<file path="src/rtl/mem_port_arbiter.sv">
// mem_port_arbiter: serialises IF fetches and MEM data accesses onto
// one memory port and produces the pipeline iwait/dwait stalls.
module mem_port_arbiter #(
    parameter int ADDR_W     = 16,
    parameter int DATA_W     = 16,
    parameter bit D_PRIORITY = 1'b1
) (
    input  logic                clk,
    input  logic                rst,
    input  logic                i_read,
    input  logic [ADDR_W-1:0]   i_addr,
    output logic [DATA_W-1:0]   i_rdata,
    output logic                iwait,
    input  logic                d_read,
    input  logic                d_write,
    input  logic [ADDR_W-1:0]   d_addr,
    input  logic [DATA_W-1:0]   d_wdata,
    input  logic [DATA_W/8-1:0] d_wmask,
    output logic [DATA_W-1:0]   d_rdata,
    output logic                dwait,
    output logic                mem_read,
    output logic                mem_write,
    output logic [ADDR_W-1:0]   mem_address,
    output logic [DATA_W-1:0]   mem_wdata,
    output logic [DATA_W/8-1:0] mem_byte_enable,
    input  logic [DATA_W-1:0]   mem_rdata,
    input  logic                mem_resp
);

    typedef enum logic [1:0] {
        IDLE  = 2'd0,
        I_ACC = 2'd1,
        D_ACC = 2'd2
    } state_t;

    state_t            state;
    state_t            state_n;
    logic              i_done;
    logic              d_done;
    logic [DATA_W-1:0] i_buf;
    logic [DATA_W-1:0] d_buf;
    logic              i_req;
    logic              d_req;
    logic              i_pend;
    logic              d_pend;
    logic              i_fin;
    logic              d_fin;
    logic              advance;

    assign i_req   = i_read;
    assign d_req   = d_read | d_write;
    assign i_pend  = i_req & ~i_done;
    assign d_pend  = d_req & ~d_done;
    assign i_fin   = (state == I_ACC) & mem_resp;
    assign d_fin   = (state == D_ACC) & mem_resp;
    assign iwait   = i_pend & ~i_fin;
    assign dwait   = d_pend & ~d_fin;
    assign advance = ~iwait & ~dwait;
    assign i_rdata = i_fin ? mem_rdata : i_buf;
    assign d_rdata = d_fin ? mem_rdata : d_buf;

    // State register
    always_ff @(posedge clk) begin
        if (rst) begin
            state <= IDLE;
        end else begin
            state <= state_n;
        end
    end

    // Next state: pick a pending side in IDLE, return to IDLE on resp
    always_comb begin
        state_n = state;
        unique case (state)
            IDLE: begin
                priority case (1'b1)
                    i_pend & d_pend:
                        state_n = D_PRIORITY ? D_ACC : I_ACC;
                    d_pend:
                        state_n = D_ACC;
                    i_pend:
                        state_n = I_ACC;
                    default:
                        state_n = IDLE;
                endcase
            end
            I_ACC: if (mem_resp) state_n = IDLE;
            D_ACC: if (mem_resp) state_n = IDLE;
            default: state_n = IDLE;
        endcase
    end

    // Port drive from the side currently being served
    always_comb begin
        mem_read        = 1'b0;
        mem_write       = 1'b0;
        mem_address     = '0;
        mem_wdata       = '0;
        mem_byte_enable = '1;
        unique case (state)
            I_ACC: begin
                mem_read    = 1'b1;
                mem_address = i_addr;
            end
            D_ACC: begin
                mem_read    = ~d_write;
                mem_write   = d_write;
                mem_address = d_addr;
                mem_wdata   = d_wdata;
                if (d_write) mem_byte_enable = d_wmask;
            end
            default: ;
        endcase
    end

    // Completion flags and result buffers; a pipeline advance wins
    always_ff @(posedge clk) begin
        if (rst) begin
            i_done <= 1'b0;
            d_done <= 1'b0;
            i_buf  <= '0;
            d_buf  <= '0;
        end else begin
            if (i_fin) begin
                i_buf  <= mem_rdata;
                i_done <= 1'b1;
            end
            if (d_fin) begin
                if (~d_write) d_buf <= mem_rdata;
                d_done <= 1'b1;
            end
            if (advance) begin
                i_done <= 1'b0;
                d_done <= 1'b0;
            end
        end
    end

endmodule
</file>
<file path="config.mk">
export PLATFORM = sky130hd
export DESIGN_NAME = mem_port_arbiter
export DESIGN_NICKNAME = d
export VERILOG_FILES = /design/src/rtl/mem_port_arbiter.sv
export SDC_FILE = /design/constraint.sdc
export NUM_CORES = 1
export LEC_CHECK = 0
export BUFFER_PORTS_ARGS = -buffer_cell sky130_fd_sc_hd__buf_4
export CAP_MARGIN = 20
export CORE_AREA = 2 2 78 80
export DETAILED_ROUTE_END_ITERATION = 8
export DIE_AREA = 0 0 80 82
export PLACE_DENSITY_LB_ADDON = 0.05
export SETUP_SLACK_MARGIN = 0.4
export SLEW_MARGIN = 20
export SYNTH_ARGS = -nofsm -noshare
export SYNTH_HDL_FRONTEND = slang
export SYNTH_SLANG_ARGS = --single-unit
</file>
<file path="constraint.sdc">
create_clock -name clk -period 1.5 [get_ports clk]
set_clock_uncertainty 0.1 [all_clocks]
set_input_delay 0.15 -clock clk [delete_from_list [all_inputs] [get_ports clk]]
set_output_delay 0.15 -clock clk [all_outputs]
set_load 0.05 [all_outputs]
</file>
==> results of run 1 <==
-- cell families (layout without fill, tap and decap cells) --
| kind of cell | count (synthesis) | in the layout | share of synthesized area, % |
|---|---|---|---|
| AND/OR/NAND/NOR | 96 | 98 | 26.5 |
| adder cells (fa/ha/maj) | 3 | 3 | 1.83 |
| buffers and inverters | 20 | 176 | 5.49 |
| multiplexers | 32 | 32 | 19.2 |
| AO/OA/AOI/OAI | 39 | 39 | 11.8 |
| flip-flops | 36 | 36 | 35.1 |
-- what timing repair did --
action                     4_1_cts  5_1_grt
setup endpoints to repair      106      106
gates resized for setup        104       79
gates cloned                     3        3
pin swaps                        2       19
buffers inserted                 3        3
-- sequential cells by signal, indices dropped and copies added (netlist names) --
register and cells:
i_buf 16, d_done 1, d_buf 16, i_done 1, state 2
-- stage by stage --
| stage | cells | power [mW] | area [sq um] | setup slack, ns | TNS (ns) |
|---|---|---|---|---|---|
| 2_1_floorplan | 226 | 1.88 | 2410 | -0.123 | -3.62 |
| 3_3_place_gp | 439 | 2.28 | 3590 | -0.0607 | -1.88 |
| 3_5_place_dp | 439 | 2.29 | 3590 | -0.0825 | -2.72 |
| 4_1_cts | 453 | 3.18 | 4170 | -0.341 | -23.03 |
| 5_1_grt | 459 | 3.45 | 4580 | -0.407 | -31.40 |
| 6_report | 459 | 3.32 | 4580 | -0.352 | -25.63 |
-- area by class of cell --
cell class / instances / area share (%)
clock buffer: 8 / 1.97
inverter: 3 / 0.246
multi-input combinational: 172 / 40.9
sequential: 36 / 15.8
tap: 75 / 2.05
timing repair buffer: 165 / 39.0
-- cell usage in the layout (no fill, tap or decap), types with 3 or more instances in the layout --
| cell type | n |
|---|---|
| a21oi_1 | 5 |
| nand2_1 | 16 |
| nor2b_1 | 11 |
| buf_8 | 24 |
| nand2_2 | 3 |
| clkbuf_16 | 3 |
| mux2_4 | 32 |
| nor2b_4 | 22 |
| nand2_8 | 3 |
| and2_4 | 17 |
| a22oi_2 | 16 |
| dfxtp_1 | 34 |
| nand2_4 | 14 |
| clkbuf_8 | 6 |
| buf_4 | 75 |
| a21oi_2 | 14 |
| buf_6 | 55 |
| buf_12 | 7 |
-- worst paths after layout --
check,slack [ns],to
max,-0.35,mem_read
min,0.02,d_buf[10]$_SDFFE_PP0P_
max reg2reg,-0.33,d_buf[12]$_SDFFE_PP0P_
min reg2reg,0.36,d_buf[0]$_SDFFE_PP0P_
-- routing by layer --
metal	global-route usage [%]	part of all wire (%)	wire length, microns
met2	35.0	52	3860
met1	23.9	38	2820
met5	0	0	0
met4	4.58	1.2	87
met3	6.26	8.2	608
-- power groups by stage --
stage / clock network, mW / registers, mW / logic [mW]
6_report: 0.705 / 0.995 / 1.62
3_3_place_gp: 0 / 1.01 / 1.26
5_1_grt: 0.763 / 0.997 / 1.69
4_1_cts: 0.724 / 0.994 / 1.46
3_5_place_dp: 0 / 1.01 / 1.27
2_1_floorplan: 0 / 1.01 / 0.867
-- worst max-delay path: stages (launching register included) --
cell	delay, ns
dfxtp_2	0.33
buf_6	0.11
ha_4	0.21
buf_12	0.18
buf_4	0.14
o21a_4	0.20
buf_6	0.15
==> flow_metrics.py, run 1 <==
metrics = {
    "timing": {
        "slew_headroom_pct": 71.7,
        "fin_hold_ws_ns": 0.0243,
        "worst_slack_ns": -0.352,
        "grt_setup_unrepaired": "true",
        "max_freq_ghz": 0.540,
        "setup_viol": 87,
        "finalCriticalPeriod_ns": 1.85,
        "worstMarginPinSlew_ns": 0.425,
        "finalHoldViolCount": 0,
        "drv_slew": 0,
        "fin_crit_sh_pct": 123,
    },
    "global_routing": {
        "grt_pass1_vias": 2111,
        "grt_use_total_pct": 20.0,
        "grt.overflow.total": 0,
        "antenna_found_initial": 0,
        "grt_pass1_wl_mm": 10.4,
        "grt_max_degree": 26,
    },
    "yosys": {
        "syn_area_per_cell_sq_um": 9.07,
        "synth_flop_cell": "dfxtp_1",
        "synth.cell_area_sq_um": 2050,
        "yosysWarnings": 0,
        "synth_fp_nets": 301,
        "synth_most_common_cell": "dfxtp_1",
        "syn_inst": 226,
        "ys_async_sr_fraction_pct": 0,
        "synth_top_area_share_pct": 35.1,
        "synth_cell_type_count": 28,
        "synthTopCellsByCount": "dfxtp_1, nor2b_1, nand2_1",
        "synth_top_cell_by_area": "dfxtp_1",
        "yosysSeqAreaShare_pct": 35.1,
        "synth_area_leaders": "dfxtp_1, mux2_2, nor2b_1, mux2_4, a22oi_1",
        "synth_enable_flop_cells": 0,
        "ys_ff_latch": 36,
    },
    "floorplanning": {
        "dieWidth_microns": 80,
        "start_util_pct": 35.7,
        "core_region_area_sq_um": 5750,
        "die_area_sq_um": 6560,
        "rows": 28,
        "die_y_microns": 82,
        "pin_count": 142,
    },
    "outcome": {
        "status": "finished, violations left",
        "violations": "setup timing",
    },
    "clocking": {
        "ctsLongestPathBuffers": 2,
        "ctsHtreeMaxLevel": 2,
        "cts.clk_slew.worst_paths_ns": 0.07,
        "numCtsBuffers": 5,
        "cts_tree": "yes",
        "clock_latency_ns": 0.28,
        "cts_hold_buffers": 0,
        "root_buffer": "clkbuf_8",
        "clock_sinks": 36,
    },
    "route": {
        "routed_wl_mm": 7.37,
        "antenna_left": 0,
        "via_per_inst": 4.91,
        "drt_iter0_markers": 41,
        "route.vias.total": 2252,
        "drc": 0,
        "drt-pass1-iter-count": 4,
        "drt-wirelength-per-cell_microns": 16.1,
    },
    "layout": {
        "nFillCells": 364,
        "nets": 458,
        "multiInputGateArea_sq_um": 1870,
        "seqCellArea_sq_um": 723,
        "antennaDiodeCount": 0,
        "drive_gt1_share_pct": 80.2,
        "area_growth_syn_to_layout_pct": 123,
        "final_util_pct": 79.7,
    },
    "power": {
        "power_leakage_nw": 2.09,
        "p_comb_share_pct": 48.8,
        "switching_share_pct": 35.2,
        "pwr_density_cell_nw_per_um2": 726,
        "clockPowerShare_pct": 21.2,
        "internal-power_mw": 2.15,
        "power_frac_seq_pct": 29.9,
        "p_switching_mw": 1.17,
        "ir_drop_mv": 0.633,
    },
    "critical_path": {
        "crit_type": "flip-flop to output port",
        "critPathLaunch": "state[0]$_SDFFE_PP0P_",
        "r2r_start": "state[0]$_SDFFE_PP0P_",
        "critical_path_arrival_ns": 1.60,
        "rr_worst_depth": 10,
        "start_kind": "flip-flop",
        "required_ns": 1.25,
        "crit_path_max_fanout": 18,
        "end_kind": "output port",
    },
    "min_path": {
        "hold_depth": 3,
        "holdCritPathClass": "primary input to flip-flop",
        "hold_path.startpoint": "mem_rdata[10]",
    },
    "placement": {
        "portBuffers": 141,
        "hpwlAfterDp_mm": 4.63,
        "place_congestion": 0.715,
    },
    "flow_run": {
        "drv_cap": 0,
    },
}
Power figures use the tool's default switching activity.
==> inputs of run 2 (changes only) <==
--- a/config.mk
+++ b/config.mk
@@ -11,6 +11,7 @@
 export DETAILED_ROUTE_END_ITERATION = 8
 export DIE_AREA = 0 0 80 82
 export PLACE_DENSITY_LB_ADDON = 0.05
+export RECOVER_POWER = 50
 export SETUP_SLACK_MARGIN = 0.4
 export SLEW_MARGIN = 20
 export SYNTH_ARGS = -nofsm -noshare
==> flow_metrics.py, run 2 (synthesis gave the netlist of run 1 again) <==
metrics = {
    "route": {
        "route.vias.total": 2245,
        "drc": 0,
        "drt_iter0_markers": 41,
        "via_per_inst": 4.89,
        "antenna_left": 0,
        "drt-wirelength-per-cell_microns": 16.1,
        "drt-pass1-iter-count": 4,
        "routed_wl_mm": 7.38,
    },
    "power": {
        "p_total_mw": 3.32,
        "ir_drop_mv": 0.633,
        "power_leakage_nw": 2.09,
        "pwr_density_cell_nw_per_um2": 727,
    },
    "global_routing": {
        "grt_max_degree": 26,
        "grt_pass1_vias": 2111,
        "antenna_found_initial": 0,
        "grt.overflow.total": 0,
        "grt_use_total_pct": 20.0,
        "grt_pass1_wl_mm": 10.4,
    },
    "floorplanning": {
        "die_area_sq_um": 6560,
        "core_region_area_sq_um": 5750,
        "die_y_microns": 82,
        "dieWidth_microns": 80,
        "start_util_pct": 35.7,
        "pin_count": 142,
        "rows": 28,
    },
    "clocking": {
        "clock_latency_ns": 0.28,
        "cts.clk_slew.worst_paths_ns": 0.07,
        "root_buffer": "clkbuf_8",
        "clock_sinks": 36,
        "numCtsBuffers": 5,
        "ctsHtreeMaxLevel": 2,
        "ctsLongestPathBuffers": 2,
        "cts_tree": "yes",
    },
    "min_path": {
        "hold_depth": 3,
        "holdCritPathClass": "primary input to flip-flop",
    },
    "placement": {
        "dpl_cell_area_sq_um": 3590,
        "hpwlAfterDp_mm": 4.63,
        "portBuffers": 141,
        "dp_slack_ns": -0.0825,
        "place_congestion": 0.715,
    },
    "critical_path": {
        "crit_chain": "buf_6, ha_4, buf_12, buf_4, o21a_4, buf_6",
        "cpPeakStageDelay_ns": 0.33,
        "critical_path_arrival_ns": 1.60,
        "required_ns": 1.25,
        "rr_worst_depth": 10,
        "crit_type": "flip-flop to output port",
        "crit_path_max_fanout": 18,
        "end_kind": "output port",
        "start_kind": "flip-flop",
        "crit_top_cell": "buf_6",
        "slowest_stage": "dfxtp_2",
    },
    "timing": {
        "fin_crit_sh_pct": 123,
        "finalCriticalPeriod_ns": 1.85,
        "max_freq_ghz": 0.540,
        "final.setup.tns_ns": -25.56,
        "finalHoldViolCount": 0,
        "worstMarginPinSlew_ns": 0.425,
        "worst_slack_ns": -0.352,
        "setup_viol": 87,
        "grt_setup_unrepaired": "true",
        "drv_slew": 0,
        "fin_hold_ws_ns": 0.0253,
        "slew_headroom_pct": 71.7,
    },
    "layout": {
        "top_regs": "d_buf: 16 flops, i_buf: 16 flops, state: 2 flops",
        "nFillCells": 366,
        "seqCellArea_sq_um": 723,
        "fin_area_sq_um": 4570,
        "final_common_cell": "buf_4",
        "area_growth_syn_to_layout_pct": 123,
        "antennaDiodeCount": 0,
        "multiInputGateArea_sq_um": 1870,
        "drive_gt1_share_pct": 79.7,
        "final_cell_mix": "buf_4, buf_6, dfxtp_1, mux2_4, buf_8",
        "nets": 458,
    },
    "flow_run": {
        "drv_cap": 0,
    },
    "outcome": {
        "status": "finished, violations left",
        "violations": "setup timing",
    },
}
==> run 2: cell counts in the layout (fill, tap and decap cells not counted) <==
Identical to the previous run, type by type.
==> run 2: path summary, 6_finish.rpt <==
check,startpoint,to,slack [ns]
min reg2reg,d_buf[0]$_SDFFE_PP0P_,d_buf[0]$_SDFFE_PP0P_,0.36
max reg2reg,state[0]$_SDFFE_PP0P_,d_buf[12]$_SDFFE_PP0P_,-0.33
min,mem_rdata[10],d_buf[10]$_SDFFE_PP0P_,0.03
max,state[0]$_SDFFE_PP0P_,mem_read,-0.35
==> run 2: where the power goes <==
part           leakage, nW  total (mW)  switching, mW  internal (mW)
combinational         1.75        1.62          0.824          0.798
clock               0.0455       0.705          0.331          0.375
sequential           0.292       0.995         0.0142          0.981
==> run 2: area by class of cell <==
cell class	count	area share [%]
sequential	36	15.8
tap	75	2.05
timing repair buffer	165	39.1
multi-input combinational	172	40.9
clock buffer	8	1.97
inverter	3	0.246
==> run 2: metal layers <==
metal  routed length (microns)  global-route usage (%)  part of all wire, %  up-vias
met5                         0                       0                    0        -
met4                        85                    4.58                  1.2        0
met3                       599                    6.26                  8.1        9
met2                      3850                    35.0                   52       88
met1                      2840                    23.9                   39     1069
li1                          -                       -                    -     1079
==> run 2: through the flow <==
step / std cells / utilization [%]
floorplan: 226 / -
global placement: 439 / 62.4
detailed placement: 439 / 62.4
CTS: 453 / 72.5
global route: 459 / 79.6
finish: 459 / 79.6
==> run 2: critical path, delay by kind of cell (launching register included) <==
kind                       cells  cell delay [ns]
AOI/OAI and AO/OA              1             0.20
adders and majority gates      1             0.21
buffers and inverters          4             0.58
DFF                            1             0.33
==> run 2: timing repair <==
item,in CTS,in global routing
setup endpoints to repair,106,106
endpoints found under the hold margin,0,0
gates resized for setup,104,79
hold buffers,0,0
gates cloned,3,3
setup buffers,3,3
pin swaps,2,19
